### config.mk
export PLATFORM = sky130hd
export DESIGN_NAME = axi_riscv_resv_table_flat
export DESIGN_NICKNAME = d
export VERILOG_FILES = /design/src/rtl/axi_riscv_resv_table_pkg.sv /design/src/rtl/axi_riscv_resv_table_if.sv /design/src/rtl/axi_riscv_resv_table_entry.sv /design/src/rtl/axi_riscv_resv_table.sv /design/src/flat_wrapper.sv
export SDC_FILE = /design/constraint.sdc
export NUM_CORES = 1
export LEC_CHECK = 0
export BUFFER_PORTS_ARGS = -buffer_cell sky130_fd_sc_hd__buf_2
export CAP_MARGIN = 20
export CORE_ASPECT_RATIO = 1.5
export CORE_UTILIZATION = 34
export CTS_CLUSTER_DIAMETER = 100
export DETAILED_ROUTE_END_ITERATION = 10
export SETUP_SLACK_MARGIN = 0.3
export SLEW_MARGIN = 20
export SYNTH_ARGS = -nofsm -noshare
export SYNTH_HDL_FRONTEND = slang
export SYNTH_SLANG_ARGS = --single-unit
### constraint.sdc
create_clock -name clk_i -period 14.85 [get_ports clk_i]
set_input_delay 0.7425 -clock clk_i [delete_from_list [all_inputs] [get_ports clk_i]]
set_output_delay 0.7425 -clock clk_i [all_outputs]
set_load 0.005 [all_outputs]
### src/rtl/axi_riscv_resv_table_pkg.sv
// axi_riscv_resv_pkg: shared constants and the saturating granule range compare
// used by every reservation slot.
package axi_riscv_resv_pkg;
    localparam int GRANULE_CNT_WIDTH = 8;
    localparam int MAX_GRANULE_WIDTH = 64;

    // One extra bit on the end granule means s + n can never wrap to zero.
    function automatic logic granule_in_range(
        input logic [MAX_GRANULE_WIDTH-1:0] g,
        input logic [MAX_GRANULE_WIDTH-1:0] s,
        input logic [GRANULE_CNT_WIDTH-1:0] n
    );
        logic [MAX_GRANULE_WIDTH:0] w_end;
        w_end = {1'b0, s} + (MAX_GRANULE_WIDTH+1)'(n);
        return (g >= s) && ({1'b0, g} <= w_end);
    endfunction
endpackage

### src/rtl/axi_riscv_resv_table_if.sv
// axi_riscv_resv_table_if: LR, SC, SC-response and write-snoop streams of the
// reservation table.
interface axi_riscv_resv_table_if
    import axi_riscv_resv_pkg::*;
#(
    parameter int ID_WIDTH    = 4,
    parameter int ADDR_WIDTH  = 64,
    parameter int NUM_ENTRIES = 4
);
    logic                                 lr_valid_i, lr_ready_o;
    logic [ID_WIDTH-1:0]                  lr_id_i;
    logic [ADDR_WIDTH-1:0]                lr_addr_i;
    logic                                 sc_valid_i, sc_ready_o;
    logic [ID_WIDTH-1:0]                  sc_id_i;
    logic [ADDR_WIDTH-1:0]                sc_addr_i;
    logic                                 sc_rsp_valid_o, sc_rsp_ready_i, sc_rsp_ok_o;
    logic [ID_WIDTH-1:0]                  sc_rsp_id_o;
    logic                                 wr_valid_i;
    logic [ADDR_WIDTH-1:0]                wr_addr_i;
    logic [GRANULE_CNT_WIDTH-1:0]         wr_granules_i;
    logic [$clog2(NUM_ENTRIES+1)-1:0]     resv_count_o;

    modport master (
        output lr_valid_i, lr_id_i, lr_addr_i, sc_valid_i, sc_id_i, sc_addr_i,
               sc_rsp_ready_i, wr_valid_i, wr_addr_i, wr_granules_i,
        input  lr_ready_o, sc_ready_o, sc_rsp_valid_o, sc_rsp_id_o, sc_rsp_ok_o, resv_count_o
    );

    modport slave (
        input  lr_valid_i, lr_id_i, lr_addr_i, sc_valid_i, sc_id_i, sc_addr_i,
               sc_rsp_ready_i, wr_valid_i, wr_addr_i, wr_granules_i,
        output lr_ready_o, sc_ready_o, sc_rsp_valid_o, sc_rsp_id_o, sc_rsp_ok_o, resv_count_o
    );
endinterface

### src/rtl/axi_riscv_resv_table_entry.sv
// axi_riscv_resv_entry: one reservation slot with owner ID, granule, lifetime
// counter and write-range snoop.
module axi_riscv_resv_entry
    import axi_riscv_resv_pkg::*;
#(
    parameter int ID_WIDTH       = 4,
    parameter int GRANULE_WIDTH  = 61,
    parameter int TIMEOUT_CYCLES = 0
) (
    input  logic                         clk_i,
    input  logic                         rst_ni,
    input  logic                         i_clr,
    input  logic                         i_load,
    input  logic [ID_WIDTH-1:0]          i_id,
    input  logic [GRANULE_WIDTH-1:0]     i_granule,
    input  logic                         i_wr_valid,
    input  logic [GRANULE_WIDTH-1:0]     i_wr_start,
    input  logic [GRANULE_CNT_WIDTH-1:0] i_wr_granules,
    output logic                         o_valid,
    output logic [ID_WIDTH-1:0]          o_id,
    output logic [GRANULE_WIDTH-1:0]     o_granule,
    output logic                         o_expire,
    output logic                         o_wr_hit
);
    localparam int CW = TIMEOUT_CYCLES > 0 ? $clog2(TIMEOUT_CYCLES + 1) : 1;

    logic                     r_valid;
    logic [ID_WIDTH-1:0]      r_id;
    logic [GRANULE_WIDTH-1:0] r_granule;
    logic [CW-1:0]            r_cnt;

    // Expiry is taken on the last live cycle, so the entry is still visible to an SC then.
    assign o_expire  = (TIMEOUT_CYCLES > 0) && r_valid && (r_cnt == CW'(1));
    assign o_wr_hit  = i_wr_valid && r_valid &&
                       granule_in_range(64'(r_granule), 64'(i_wr_start), i_wr_granules);
    assign o_valid   = r_valid;
    assign o_id      = r_id;
    assign o_granule = r_granule;

    always_ff @(posedge clk_i or negedge rst_ni) begin
        if (!rst_ni) begin
            r_valid   <= 1'b0;
            r_id      <= '0;
            r_granule <= '0;
            r_cnt     <= '0;
        end else if (i_load) begin
            r_valid   <= 1'b1;
            r_id      <= i_id;
            r_granule <= i_granule;
            r_cnt     <= CW'(TIMEOUT_CYCLES);
        end else if (i_clr || o_expire) begin
            r_valid   <= 1'b0;
        end else if (r_valid && TIMEOUT_CYCLES > 0) begin
            r_cnt     <= r_cnt - CW'(1);
        end
    end
endmodule

### src/rtl/axi_riscv_resv_table.sv
// axi_riscv_resv_table: multi-entry LR/SC reservation table; each cycle applies
// write invalidation, then SC evaluation, then LR installation.
module axi_riscv_resv_table
    import axi_riscv_resv_pkg::*;
#(
    parameter int ID_WIDTH       = 4,
    parameter int ADDR_WIDTH     = 64,
    parameter int ADDR_LSB       = 3,
    parameter int NUM_ENTRIES    = 4,
    parameter int TIMEOUT_CYCLES = 0
) (
    input logic                   clk_i,
    input logic                   rst_ni,
    axi_riscv_resv_table_if.slave bus
);
    localparam int GW = ADDR_WIDTH - ADDR_LSB;
    localparam int IW = NUM_ENTRIES > 1 ? $clog2(NUM_ENTRIES) : 1;
    localparam int CW = $clog2(NUM_ENTRIES + 1);

    typedef struct packed {
        logic                valid;
        logic [ID_WIDTH-1:0] id;
        logic [GW-1:0]       granule;
    } entry_t;

    entry_t [NUM_ENTRIES-1:0] w_ent;
    logic [NUM_ENTRIES-1:0]   w_valid, w_expire, w_wr_hit, w_v1, w_sc_id_hit, w_sc_hit;
    logic [NUM_ENTRIES-1:0]   w_sc_clr, w_v2, w_own, w_load, w_v_next;
    logic [ID_WIDTH-1:0]      w_id [NUM_ENTRIES];
    logic [GW-1:0]            w_gran [NUM_ENTRIES];
    logic [GW-1:0]            w_sc_g, w_lr_g, w_wr_s;
    logic                     w_sc_ready, w_sc_fire, w_lr_fire, w_sc_ok;
    logic                     w_has_own, w_has_free, w_evict;
    logic [IW-1:0]            w_own_idx, w_free_idx, w_idx, r_victim;
    logic [CW-1:0]            w_pop, r_count;
    logic                     r_alive, r_rsp_valid, r_rsp_ok;
    logic [ID_WIDTH-1:0]      r_rsp_id;

    assign w_sc_g     = bus.sc_addr_i[ADDR_WIDTH-1:ADDR_LSB];
    assign w_lr_g     = bus.lr_addr_i[ADDR_WIDTH-1:ADDR_LSB];
    assign w_wr_s     = bus.wr_addr_i[ADDR_WIDTH-1:ADDR_LSB];
    assign w_sc_ready = r_alive && (!r_rsp_valid || bus.sc_rsp_ready_i);
    assign w_sc_fire  = bus.sc_valid_i && w_sc_ready;
    assign w_lr_fire  = bus.lr_valid_i && r_alive;
    assign w_sc_ok    = w_sc_fire && |w_sc_hit;

    for (genvar e = 0; e < NUM_ENTRIES; e++) begin : g_slot
        axi_riscv_resv_entry #(
            .ID_WIDTH(ID_WIDTH), .GRANULE_WIDTH(GW), .TIMEOUT_CYCLES(TIMEOUT_CYCLES)
        ) u_entry (
            .clk_i, .rst_ni,
            .i_clr(w_wr_hit[e] || w_sc_clr[e]), .i_load(w_load[e]),
            .i_id(bus.lr_id_i), .i_granule(w_lr_g),
            .i_wr_valid(bus.wr_valid_i), .i_wr_start(w_wr_s), .i_wr_granules(bus.wr_granules_i),
            .o_valid(w_valid[e]), .o_id(w_id[e]), .o_granule(w_gran[e]),
            .o_expire(w_expire[e]), .o_wr_hit(w_wr_hit[e])
        );
        assign w_ent[e]       = {w_valid[e], w_id[e], w_gran[e]};
        assign w_v1[e]        = w_ent[e].valid && !w_wr_hit[e];
        assign w_sc_id_hit[e] = w_v1[e] && (w_ent[e].id == bus.sc_id_i);
        assign w_sc_hit[e]    = w_sc_id_hit[e] && (w_ent[e].granule == w_sc_g);
        // A successful SC also kills every other reservation on the same granule.
        assign w_sc_clr[e]    = w_sc_fire && (w_sc_id_hit[e] ||
                                (w_sc_ok && w_v1[e] && w_ent[e].granule == w_sc_g));
        assign w_v2[e]        = w_v1[e] && !w_sc_clr[e];
        assign w_own[e]       = w_v2[e] && (w_ent[e].id == bus.lr_id_i);
        assign w_load[e]      = w_lr_fire && (w_idx == IW'(e));
        assign w_v_next[e]    = w_load[e] || (w_v2[e] && !w_expire[e]);
    end

    always_comb begin
        w_own_idx  = '0;
        w_free_idx = '0;
        w_has_own  = 1'b0;
        w_has_free = 1'b0;
        w_pop      = '0;
        for (int i = NUM_ENTRIES - 1; i >= 0; i--) begin
            if (w_own[i]) begin
                w_has_own = 1'b1;
                w_own_idx = IW'(i);
            end
            if (!w_v2[i]) begin
                w_has_free = 1'b1;
                w_free_idx = IW'(i);
            end
            w_pop = w_pop + CW'(w_v_next[i]);
        end
    end

    assign w_idx   = w_has_own ? w_own_idx : (w_has_free ? w_free_idx : r_victim);
    assign w_evict = w_lr_fire && !w_has_own && !w_has_free;

    always_ff @(posedge clk_i or negedge rst_ni) begin
        if (!rst_ni) begin
            r_alive     <= 1'b0;
            r_victim    <= '0;
            r_count     <= '0;
            r_rsp_valid <= 1'b0;
            r_rsp_id    <= '0;
            r_rsp_ok    <= 1'b0;
        end else begin
            r_alive <= 1'b1;
            r_count <= w_pop;
            if (w_evict)
                r_victim <= (r_victim == IW'(NUM_ENTRIES - 1)) ? '0 : r_victim + IW'(1);
            if (w_sc_fire) begin
                r_rsp_valid <= 1'b1;
                r_rsp_id    <= bus.sc_id_i;
                r_rsp_ok    <= w_sc_ok;
            end else if (bus.sc_rsp_ready_i) begin
                r_rsp_valid <= 1'b0;
            end
        end
    end

    assign bus.lr_ready_o     = r_alive;
    assign bus.sc_ready_o     = w_sc_ready;
    assign bus.sc_rsp_valid_o = r_rsp_valid;
    assign bus.sc_rsp_id_o    = r_rsp_id;
    assign bus.sc_rsp_ok_o    = r_rsp_ok;
    assign bus.resv_count_o   = r_count;
endmodule

### src/flat_wrapper.sv
// flat-port wrapper written by rule: the top's interface ports become plain ports
module axi_riscv_resv_table_flat import axi_riscv_resv_pkg::*;
#(
    parameter int ID_WIDTH       = 4,
    parameter int ADDR_WIDTH     = 64,
    parameter int ADDR_LSB       = 3,
    parameter int NUM_ENTRIES    = 4,
    parameter int TIMEOUT_CYCLES = 0
)
  (clk_i, rst_ni, bus_lr_valid_i, bus_lr_id_i, bus_lr_addr_i, bus_sc_valid_i, bus_sc_id_i, bus_sc_addr_i, bus_sc_rsp_ready_i, bus_wr_valid_i, bus_wr_addr_i, bus_wr_granules_i, bus_lr_ready_o, bus_sc_ready_o, bus_sc_rsp_valid_o, bus_sc_rsp_id_o, bus_sc_rsp_ok_o, bus_resv_count_o);
  axi_riscv_resv_table_if #(.ID_WIDTH(ID_WIDTH), .ADDR_WIDTH(ADDR_WIDTH), .NUM_ENTRIES(NUM_ENTRIES)) bus_i ();
  input logic clk_i;
  input logic rst_ni;
  input wire logic [$bits(bus_i.lr_valid_i)-1:0] bus_lr_valid_i;
  input wire logic [$bits(bus_i.lr_id_i)-1:0] bus_lr_id_i;
  input wire logic [$bits(bus_i.lr_addr_i)-1:0] bus_lr_addr_i;
  input wire logic [$bits(bus_i.sc_valid_i)-1:0] bus_sc_valid_i;
  input wire logic [$bits(bus_i.sc_id_i)-1:0] bus_sc_id_i;
  input wire logic [$bits(bus_i.sc_addr_i)-1:0] bus_sc_addr_i;
  input wire logic [$bits(bus_i.sc_rsp_ready_i)-1:0] bus_sc_rsp_ready_i;
  input wire logic [$bits(bus_i.wr_valid_i)-1:0] bus_wr_valid_i;
  input wire logic [$bits(bus_i.wr_addr_i)-1:0] bus_wr_addr_i;
  input wire logic [$bits(bus_i.wr_granules_i)-1:0] bus_wr_granules_i;
  output wire logic [$bits(bus_i.lr_ready_o)-1:0] bus_lr_ready_o;
  output wire logic [$bits(bus_i.sc_ready_o)-1:0] bus_sc_ready_o;
  output wire logic [$bits(bus_i.sc_rsp_valid_o)-1:0] bus_sc_rsp_valid_o;
  output wire logic [$bits(bus_i.sc_rsp_id_o)-1:0] bus_sc_rsp_id_o;
  output wire logic [$bits(bus_i.sc_rsp_ok_o)-1:0] bus_sc_rsp_ok_o;
  output wire logic [$bits(bus_i.resv_count_o)-1:0] bus_resv_count_o;
  assign bus_i.lr_valid_i = bus_lr_valid_i;
  assign bus_i.lr_id_i = bus_lr_id_i;
  assign bus_i.lr_addr_i = bus_lr_addr_i;
  assign bus_i.sc_valid_i = bus_sc_valid_i;
  assign bus_i.sc_id_i = bus_sc_id_i;
  assign bus_i.sc_addr_i = bus_sc_addr_i;
  assign bus_i.sc_rsp_ready_i = bus_sc_rsp_ready_i;
  assign bus_i.wr_valid_i = bus_wr_valid_i;
  assign bus_i.wr_addr_i = bus_wr_addr_i;
  assign bus_i.wr_granules_i = bus_wr_granules_i;
  assign bus_lr_ready_o = bus_i.lr_ready_o;
  assign bus_sc_ready_o = bus_i.sc_ready_o;
  assign bus_sc_rsp_valid_o = bus_i.sc_rsp_valid_o;
  assign bus_sc_rsp_id_o = bus_i.sc_rsp_id_o;
  assign bus_sc_rsp_ok_o = bus_i.sc_rsp_ok_o;
  assign bus_resv_count_o = bus_i.resv_count_o;
  axi_riscv_resv_table #(.ID_WIDTH(ID_WIDTH), .ADDR_WIDTH(ADDR_WIDTH), .ADDR_LSB(ADDR_LSB), .NUM_ENTRIES(NUM_ENTRIES), .TIMEOUT_CYCLES(TIMEOUT_CYCLES)) u_core (.clk_i(clk_i), .rst_ni(rst_ni), .bus(bus_i));
endmodule
==> results of run 1 <==
routing by layer:
metal / share of wire (%) / track usage [%]
met3: 6.3 / 4.29
met2: 48 / 50.0
met4: 8.7 / 21.8
met5: 0.031 / 0
met1: 37 / 32.1
report_power, final:
part	switching, uW	total (uW)	leakage [uW]	internal (uW)
Clock	341	804	0.000521	463
Sequential	819	1950	0.00331	1130
Combinational	1720	3140	0.00949	1430
Total	2880	5890	0.0133	3020
cell families after synthesis:
logic type	Yosys count	synth area share [%]
muxes	264	11.7
buffers and inverters	131	2.22
DFF	276	26.3
xor gates and xnor gates	337	11.3
AOI/OAI and AO/OA	463	11.5
adders and majority gates	497	23.7
other	1	0.0143
and+or+nand+nor	661	13.3
worst max-delay path, delay by kind of cell:
family | cells | cell delay [ps]
AO/OA/AOI/OAI | 9 | 3100
adder cells (fa/ha/maj) | 3 | 950
multiplexers | 1 | 400
AND/OR/NAND/NOR | 12 | 3380
XOR/XNOR | 1 | 440
buffers and inverters | 5 | 1610
placed cells by master, fill, tap and decap left out, drive strengths merged, types with 9 or more instances in the layout:
cell	n
ha	493
dfrtp	276
mux2	263
buf	227
xnor2	215
nand4	143
a21oi	141
nand2	141
xor2	120
nor2	95
o21ai	89
inv	88
nand3	66
nor4	64
a21o	51
nor3	46
clkbuf	41
a211oi	34
o211ai	23
nor2b	19
o21a	17
and4	16
and2	14
nand2b	13
a221oi	11
o31ai	10
or3	10
a2111oi	10
o21bai	9
or2	9
a31oi	9
clkinv	9
final timing paths:
kind	from	end	slack, ps	cells after the start
worst max register to register	u_core.g_slot[2].u_entry.o_granule[4]	u_core.g_slot[1].u_entry.o_granule[35]	7630	17
worst min-delay path	rst_ni	u_core.g_slot[1].u_entry.o_id[1]	90	1
worst max-delay path	bus_wr_addr_i[3]	u_core.g_slot[1].u_entry.o_granule[35]	4600	31
worst min register to register	u_core.bus.sc_rsp_id_o[2]	u_core.bus.sc_rsp_id_o[2]	480	2
max in group asynchronous	rst_ni	u_core.g_slot[3].u_entry.o_granule[25]	12670	3
min in group clk_i	bus_lr_addr_i[60]	u_core.g_slot[1].u_entry.o_granule[57]	380	2
final cells by class:
cell class	instances	area share [%]
multi-input cells	2223	63.7
flip-flops and latches	276	23.4
well taps	1008	4.26
repair buffers	227	3.98
clock buffers	41	2.95
inverters	86	1.09
clock inverters	14	0.580
diodes	7	0.0592
stage by stage:
stage	util [%]	hold slack (ps)	instances	total power, uW
after floorplan	-	447	2630	3660
after global placement	37.4	458	3820	4940
after detailed placement	37.4	466	3820	5000
after CTS	38.7	91.7	3875	5830
after global routing	38.7	138	3880	6230
final	38.7	94.0	3882	5890
sequential cells by signal, summed over array words and instances, names as in the netlist:
signal                           flops
u_core.bus.lr_ready_o                1
u_core.bus.resv_count_o              3
u_core.bus.sc_rsp_id_o               4
u_core.bus.sc_rsp_ok_o               1
u_core.bus.sc_rsp_valid_o            1
u_core.g_slot.u_entry.o_granule    244
u_core.g_slot.u_entry.o_id          16
u_core.g_slot.u_entry.o_valid        4
u_core.r_victim                      2
==> run summary, run 1 <==
PnR worst setup slack: 4600 ps
Fin Setup TNS: 0 ps
largest net degree at the start of global routing: 87
Hold Crit Class: primary input to asynchronous set/reset pin
Final Instance Area: 29600 um^2
first-pass GRT wire length: 163000 um
post-CTS setup buffers: 0
RSZ-0062 raised after global routing: false
Initial Util: 34.5%
Leak: 0.0133 uW
Placeable Area: 76300 um^2
via-per-instance ratio: 5.90
Worst setup EP type: flop
PwrDens: 199 nW/um^2
CTS Buf Count: 30
worst skew pair latency: 630 ps
CTS tree: yes
Reg area: 6910 um^2
Port Buffers: 215
first drt pass iteration count: 6
clock buffer depth: 3
Final ANT Viol Nets: 0
share of cells above drive strength 1: 17.8%
DRC: 0
die area: 78500 um^2
slowest CP cell: o31ai_1
initial antenna violation count: 11
pre-CTS WS: 4080 ps
final worst-path cycle share: 69.0%
fillers: 7776
final wirelength: 115000 um
# H-tree levels: 1
Slowest Stage Delay on Critical Path: 890 ps
Syn Std Cell Area: 26300 um^2
footprint of the multi-input gates: 18800 um^2
Clock transition at path regs: 60 ps
worst path required time: 15340 ps
outcome: completed
dominant synthesized flop cell: dfrtp_1
Synth top cells by count: 493 x ha_1, 276 x dfrtp_1, 215 x xnor2_1, 179 x mux2_2, 142 x nand4_1
Nets: 3553
IO Pins: 225
Tmin final: 10250 ps
hpwl dp: 97600 um
top cell type's share of synthesized area: 26.3%
yosys warns: 0
hold_buf cts: 0
asr flop ratio synth: 100%
Resized Gates After CTS: 0
Clock Root Buffer: clkbuf_16
Worst slew margin: 15.9%
Synth Instances: 2630
Area Growth Syn to Fin: 12.5%
Peak Freq: 97.6 MHz
post-synthesis register bit count: 276
GP Congestion: 1.07
crit start category: primary input
skew final: 30.7 ps
sequential share of the synthesized area: 26.3%
Worst-Margin Slew: 1250 ps
maximum vdd drop: 0.000101 V
Slew Limit Fails: 0
most used cell, CP: buf_4
final-report hold violation count: 0
vias in the first global route: 22800
number of enable flip-flop cells after synthesis: 0
final setup fails: 0
Setup CP Type: primary input to flop
CTS Sinks: 276
Placed Area: 28500 um^2
Netlist cell types: 74
synth top area cells: dfrtp_1 26%, ha_1 23%, mux2_2 7.7%
Initial DRC Count: 1845
max cap viols: 0
Via Count: 22900
Yosys top cell by area: dfrtp_1
crit-path max FO: 32
mean area per synthesized cell: 10.0 um^2
DR WL/cell: 29.7 um
die width: 229 um
Synthesized Nets: 3339
Row Count: 124
Worst EP arrival: 10740 ps
GRT Total Usage: 28.9%
Die Y: 343 um
global route overflow: 0
dominant cell by count in the synthesized netlist: ha_1
Power figures use the tool's default switching activity.
==> run 2: changes to the inputs <==
clock period = 8.5 ns   (was 14.85 ns; I/O delays follow)
==> run 2 against run 1 <==
Via count is 2.4% higher. Setup slack worse by 3800 ps. Sequential share of layout area down 0.72 points. Clock-buffer cell count shrank 5. Die area did not move. Cell count grew 2.3%. Non-clock buffer count grew 95. Register-to-register slack worse by 5600 ps. Sequential cell count unchanged. Worst hold slack worse by 32 ps.
==> run summary, run 2 (same netlist as run 1, synthesis figures left out) <==
PnR worst setup slack: 755 ps (-3850 ps)
clock buffer depth: 3 (unchanged)
CTS tree: yes
Row Count: 124 (unchanged)
PwrDens: 347 nW/um^2 (+74%)
IO Pins: 225 (unchanged)
share of cells above drive strength 1: 20.5% (+2.7 points)
DR WL/cell: 29.3 um (-1.3%)
Fin Setup TNS: 0 ps (unchanged)
RSZ-0062 raised after global routing: false
slowest CP cell: or4_1
DRC: 0 (unchanged)
GRT Total Usage: 29.3% (+0.41 points)
Port Buffers: 215 (unchanged)
pre-CTS WS: 66.8 ps (-4010 ps)
Setup CP Type: primary input to flop
CTS Buf Count: 30 (unchanged)
die width: 229 um (unchanged)
hpwl dp: 99700 um (+2.2%)
worst skew pair latency: 630 ps (about the same)
final-report hold violation count: 0 (unchanged)
first-pass GRT wire length: 166000 um (+1.8%)
Placeable Area: 76300 um^2 (unchanged)
Clock transition at path regs: 60 ps (about the same)
Worst-Margin Slew: 1170 ps (-81.5 ps)
Tmin final: 7740 ps
first drt pass iteration count: 5 (-1)
vias in the first global route: 23300 (+2.2%)
Area Growth Syn to Fin: 16.0%
die area: 78500 um^2 (unchanged)
Peak Freq: 129 MHz
final worst-path cycle share: 91.1%
skew final: 42.2 ps (+11.5 ps)
post-CTS setup buffers: 0 (unchanged)
Worst EP arrival: 8220 ps (-2520 ps)
via-per-instance ratio: 5.91 (about the same)
worst path required time: 8980 ps (-6360 ps)
max cap viols: 0 (unchanged)
commonest non-fill, non-tap cell in the layout: ha_1
crit-path max FO: 30 (-6.3%)
Initial DRC Count: 1884 (+2.1%)
max reg flops: 244 (unchanged)
Die Y: 343 um (unchanged)
final wirelength: 117000 um (+0.97%)
outcome: completed
global route overflow: 0 (unchanged)
Nets: 3648 (+2.7%)
Initial Util: 34.5% (unchanged)
maximum vdd drop: 0.000168 V (+66%)
Worst slew margin: 21.3% (+5.4 points)
initial antenna violation count: 7 (-4)
GP Congestion: 1.09 (+2.6%)
Hold Crit Class: primary input to flop
Clock Root Buffer: clkbuf_16
Via Count: 23500 (+2.4%)
final setup fails: 0 (unchanged)
Slew Limit Fails: 0 (unchanged)
largest net degree at the start of global routing: 93 (+6.9%)
# H-tree levels: 1 (unchanged)
most frequent cells in the layout: 493 x ha_1, 276 x dfrtp_1, 214 x buf_2, 213 x xnor2_1, 179 x mux2_2
Final ANT Viol Nets: 0 (unchanged)
Worst setup EP type: flop
Slowest Stage Delay on Critical Path: 500 ps (-390 ps)
CTS Sinks: 276 (unchanged)
most used cell, CP: buf_4
Leak: 0.0139 uW (+4.1%)
crit start category: primary input
run 2: changes by cell type in the layout (fill, tap and decap cells not counted), moves of 3 or more:
cell and change:
bufinv_16 +4, buf_4 +83, clkinv_2 -3, diode_2 -4, a2111oi_1 +3, buf_12 +9
clkbuf_8 -3, clkinvlp_4 +4
run 2: final timing paths:
kind,slack (ps),from,to,depth (start not counted)
min in group asynchronous,410,rst_ni,u_core.bus.sc_rsp_id_o[2],2
max in group asynchronous,6700,rst_ni,u_core.g_slot[3].u_entry.o_granule[24],3
worst max register to register,2060,u_core.g_slot[0].u_entry.o_granule[14],u_core.bus.resv_count_o[1],20
worst min-delay path,60,bus_lr_addr_i[60],u_core.g_slot[1].u_entry.o_granule[57],2
worst min register to register,470,u_core.bus.sc_rsp_id_o[2],u_core.bus.sc_rsp_id_o[2],2
worst max-delay path,760,bus_wr_addr_i[3],u_core.g_slot[3].u_entry.o_granule[25],31
run 2: cell type report:
type	instances	area, um^2
multi-input combinational	2223	18900
clock buffer	36	823
fill	7768	45800
clock inverter	18	300
inverter	86	323
timing repair buffer	322	2030
antenna	3	7.51
tap	1008	1260
sequential	276	6910
run 2: worst max-delay path, delay by kind of cell:
family | cells | cell delay [ps]
AO/OA/AOI/OAI | 8 | 2040
XOR/XNOR | 1 | 260
adder cells (fa/ha/maj) | 3 | 830
buffers and inverters | 6 | 1250
multiplexers | 1 | 400
AND/OR/NAND/NOR | 12 | 2960
run 2: power breakdown:
group / total [uW] / switching (uW) / leakage [uW] / internal (uW)
Clock: 1500 / 592 / 0.000540 / 904
Sequential: 3450 / 1480 / 0.00331 / 1970
Combinational: 5660 / 3020 / 0.0100 / 2640
Total: 10600 / 5090 / 0.0139 / 5510
run 2: metrics by stage:
stage / hold slack, ps / util (%) / cells / instance area (um^2) / power, uW
detailed placement: 458 / 38.4 / 3913 / 29300 / 8910
global placement: 455 / 38.4 / 3913 / 29300 / 8800
CTS: 32.3 / 39.9 / 3968 / 30500 / 10500
global route: 69.6 / 40.0 / 3972 / 30500 / 11200
finish: 61.6 / 40.0 / 3972 / 30500 / 10600
floorplan: 129 / - / 2630 / 26300 / 6390
run 2: metal layers:
metal | vias up | GRT usage [%] | part of all wire [%] | wire [um]
met2 | 984 | 50.7 | 48 | 56400
met5 | - | 0 | 0.020 | 23
li1 | 10500 | - | - | -
met3 | 364 | 4.26 | 5.9 | 6910
met1 | 11600 | 32.7 | 37 | 43200
met4 | 4 | 21.9 | 8.6 | 10100
run 2: repair_timing:
action | CTS | global route
endpoints found under the hold margin | 89 | 0
gates resized for setup | 0 | 7
setup endpoints to repair | 0 | 109
hold buffers | 1 | 0
==> run 3: changes to the inputs <==
CORE_MARGIN = 8   (was not set)
==> run 3 against run 2 <==
Sequential cell count unchanged. Via count down 0.31%. Core utilization down 0.46 points. Clock skew down 16 ps. Non-clock buffer count down 11. Die area up 10%. Critical endpoint is now u_core.bus.resv_count_o[1].
==> run summary, run 3 (same netlist as run 1, synthesis figures left out) <==
CTS Buf Count: 31 (+3.3%)
Final ANT Viol Nets: 0 (unchanged)
R2R Path End: u_core.bus.resv_count_o[1]
slowest CP cell: or3_1
Fin Setup TNS: 0 ps (unchanged)
Seq pwr share: 32.7% (+0.2 points)
Die Y: 357 um (+4.1%)
CTS tree: yes
met2 WL: 58300 um (+3.5%)
footprint of the multi-input gates: 18900 um^2 (about the same)
crit-path max FO: 7 (-77%)
# H-tree levels: 1 (unchanged)
Hold EP: u_core.g_slot[3].u_entry.o_granule[57]
DR WL/cell: 30.2 um (+2.8%)
Placeable Area: 77100 um^2 (+1.0%)
internal power: 5550 uW (+0.74%)
Peak Freq: 128 MHz (-1.2%)
Switching Fraction: 48.0% (about the same)
final setup fails: 0 (unchanged)
share of cells above drive strength 1: 20.2% (-0.29 points)
Gate power share: 52.7% (-0.7 points)
RSZ-0062 raised after global routing: false
Metal-1 WL: 44300 um (+2.6%)
outcome: completed
fillers: 7818 (+0.64%)
hpwl dp: 104000 um (+3.8%)
die width: 243 um (+6.1%)
max cap viols: 0 (unchanged)
CTS Sinks: 276 (unchanged)
post-CTS setup buffers: 0 (unchanged)
Worst-Margin Slew: 1050 ps (-116 ps)
clock power share: 14.6% (+0.5 points)
DRC: 0 (unchanged)
Setup CP Type: primary input to flop
Row Count: 125 (+0.81%)
clock buffer depth: 3 (unchanged)
Tot Pwr: 10700 uW (+0.68%)
global route overflow: 0 (unchanged)
hold path startpoint: bus_lr_addr_i[60]
Nets: 3638 (-0.27%)
Hold Path Cell Cnt: 2 (unchanged)
worst path required time: 9010 ps (+30 ps)
Worst setup EP type: flop
Worst EP arrival: 8350 ps (+130 ps)
worst skew pair latency: 630 ps (about the same)
final wirelength: 120000 um (+2.9%)
Reg area: 6910 um^2 (unchanged)
vias in the first global route: 23900 (+2.4%)
placed cells: 3911 (-0.051%)
die area: 86700 um^2 (+10%)
maximum vdd drop: 0.000191 V (+13%)
Port Buffers: 215 (unchanged)
crit start category: primary input
commonest non-fill, non-tap cell in the layout: ha_1
Initial Util: 34.1% (-0.34 points)
GRT Total Usage: 26.9% (-2.4 points)
largest net degree at the start of global routing: 75 (-19%)
GP Congestion: 1.07 (-1.8%)
Tmin final: 7840 ps (+93.2 ps)
via-per-instance ratio: 5.88 (-0.43%)
Clock transition at path regs: 70 ps (about the same)
IO Pins: 225 (unchanged)
most used cell, CP: ha_1
Via Count: 23400 (-0.31%)
Non-Filler Instances: 3977 (+0.13%)
Slowest Stage Delay on Critical Path: 510 ps (about the same)
max reg flops: 244 (unchanged)
skew final: 26.2 ps (-16.0 ps)
Initial DRC Count: 1695 (-10%)
register-to-register setup slack: 2300 ps (+240 ps)
WHS: 56.8 ps (-4.82 ps)
final worst-path cycle share: 92.2% (+1.1 points)
Worst R2R Path Depth: 19 (-5.0%)
Slew Limit Fails: 0 (unchanged)
PwrDens: 350 nW/um^2 (+0.82%)
DR top layer: met5
Area Growth Syn to Fin: 15.9%
Hold Crit Class: primary input to flop
initial antenna violation count: 11 (+4)
final-report hold violation count: 0 (unchanged)
Switch Pwr: 5120 uW (+0.62%)
r2r startpoint: u_core.g_slot[0].u_entry.o_granule[40]
Core Util, Final: 39.5% (-0.46 points)
Worst slew margin: 29.1% (+7.9 points)
first drt pass iteration count: 7 (+2)
metal3 WL: 7540 um (+9.1%)
first-pass GRT wire length: 170000 um (+2.7%)
most frequent cells in the layout: 493 x ha_1, 276 x dfrtp_1, 214 x buf_2, 213 x xnor2_1, 179 x mux2_2
Leak: 0.0138 uW (-0.28%)
Clock Root Buffer: clkbuf_16
## run 3: cell types whose count changed in the layout (fill, tap and decap cells not counted), sizes merged, moves of 3 or more
cell      previous run  this run
buf                321       310
clkbuf              36        40
clkinvlp             4         1
diode                3         7
## run 3: worst max path at each step
| stage | start | slack (ps) | to | cells past startpoint |
|---|---|---|---|---|
| floorplan | bus_wr_granules_i[0] | 410 | u_core.bus.resv_count_o[1] | 32 |
| global placement | bus_wr_addr_i[3] | 40 | u_core.bus.resv_count_o[1] | 33 |
| detailed placement | bus_wr_addr_i[3] | -50 | u_core.bus.resv_count_o[1] | 36 |
| CTS | bus_wr_addr_i[3] | 600 | u_core.bus.resv_count_o[1] | 36 |
| global route | bus_wr_addr_i[3] | 280 | u_core.bus.resv_count_o[1] | 34 |
| finish | bus_wr_addr_i[3] | 660 | u_core.bus.resv_count_o[1] | 34 |
## run 3: critical path: cells and delay by family
kind	cells	cell delay [ps]
adders and majority gates	6	1880
and+or+nand+nor	12	2750
buffers and inverters	5	810
xor gates and xnor gates	1	210
AOI/OAI and AO/OA	10	2250
## run 3: layout make-up
| type | instances | share of cell area (%) |
|---|---|---|
| Multi-Input combinational cell | 2223 | 61.9 |
| Sequential cell | 276 | 22.7 |
| Timing Repair Buffer | 311 | 6.28 |
| Tap cell | 1016 | 4.17 |
| Clock buffer | 40 | 2.79 |
| Inverter | 86 | 1.06 |
| Clock inverter | 18 | 1.06 |
| Antenna cell | 7 | 0.0575 |
## run 3: metrics by stage
| step | instance area, um^2 | worst slack [ps] |
|---|---|---|
| 2_1_floorplan | 26300 | 413 |
| 3_3_place_gp | 29200 | 35.1 |
| 3_5_place_dp | 29200 | -49.6 |
| 4_1_cts | 30400 | 600 |
| 5_1_grt | 30500 | 276 |
| 6_report | 30500 | 662 |
## run 3: routing by layer
metal / vias up / GRT usage [%]
met3: 424 / 4.67
met1: 11500 / 29.3
met5: - / 0
met4: 4 / 18.2
li1: 10500 / -
met2: 994 / 47.4
## run 3: timing repair
| item | in CTS | in global routing |
|---|---|---|
| hold buffers | 1 | 0 |
| resized for setup | 0 | 6 |
| hold endpoints to repair | 29 | 0 |
| setup endpoints to repair | 0 | 34 |
## run 3: power by group through the flow
stage / clock network (uW) / logic [uW] / registers, uW
global route: 1640 / 6170 / 3480
finish: 1560 / 5620 / 3490
detailed placement: 0 / 5490 / 3480
CTS: 1600 / 5530 / 3460
global placement: 0 / 5400 / 3460
floorplan: 0 / 3770 / 2620
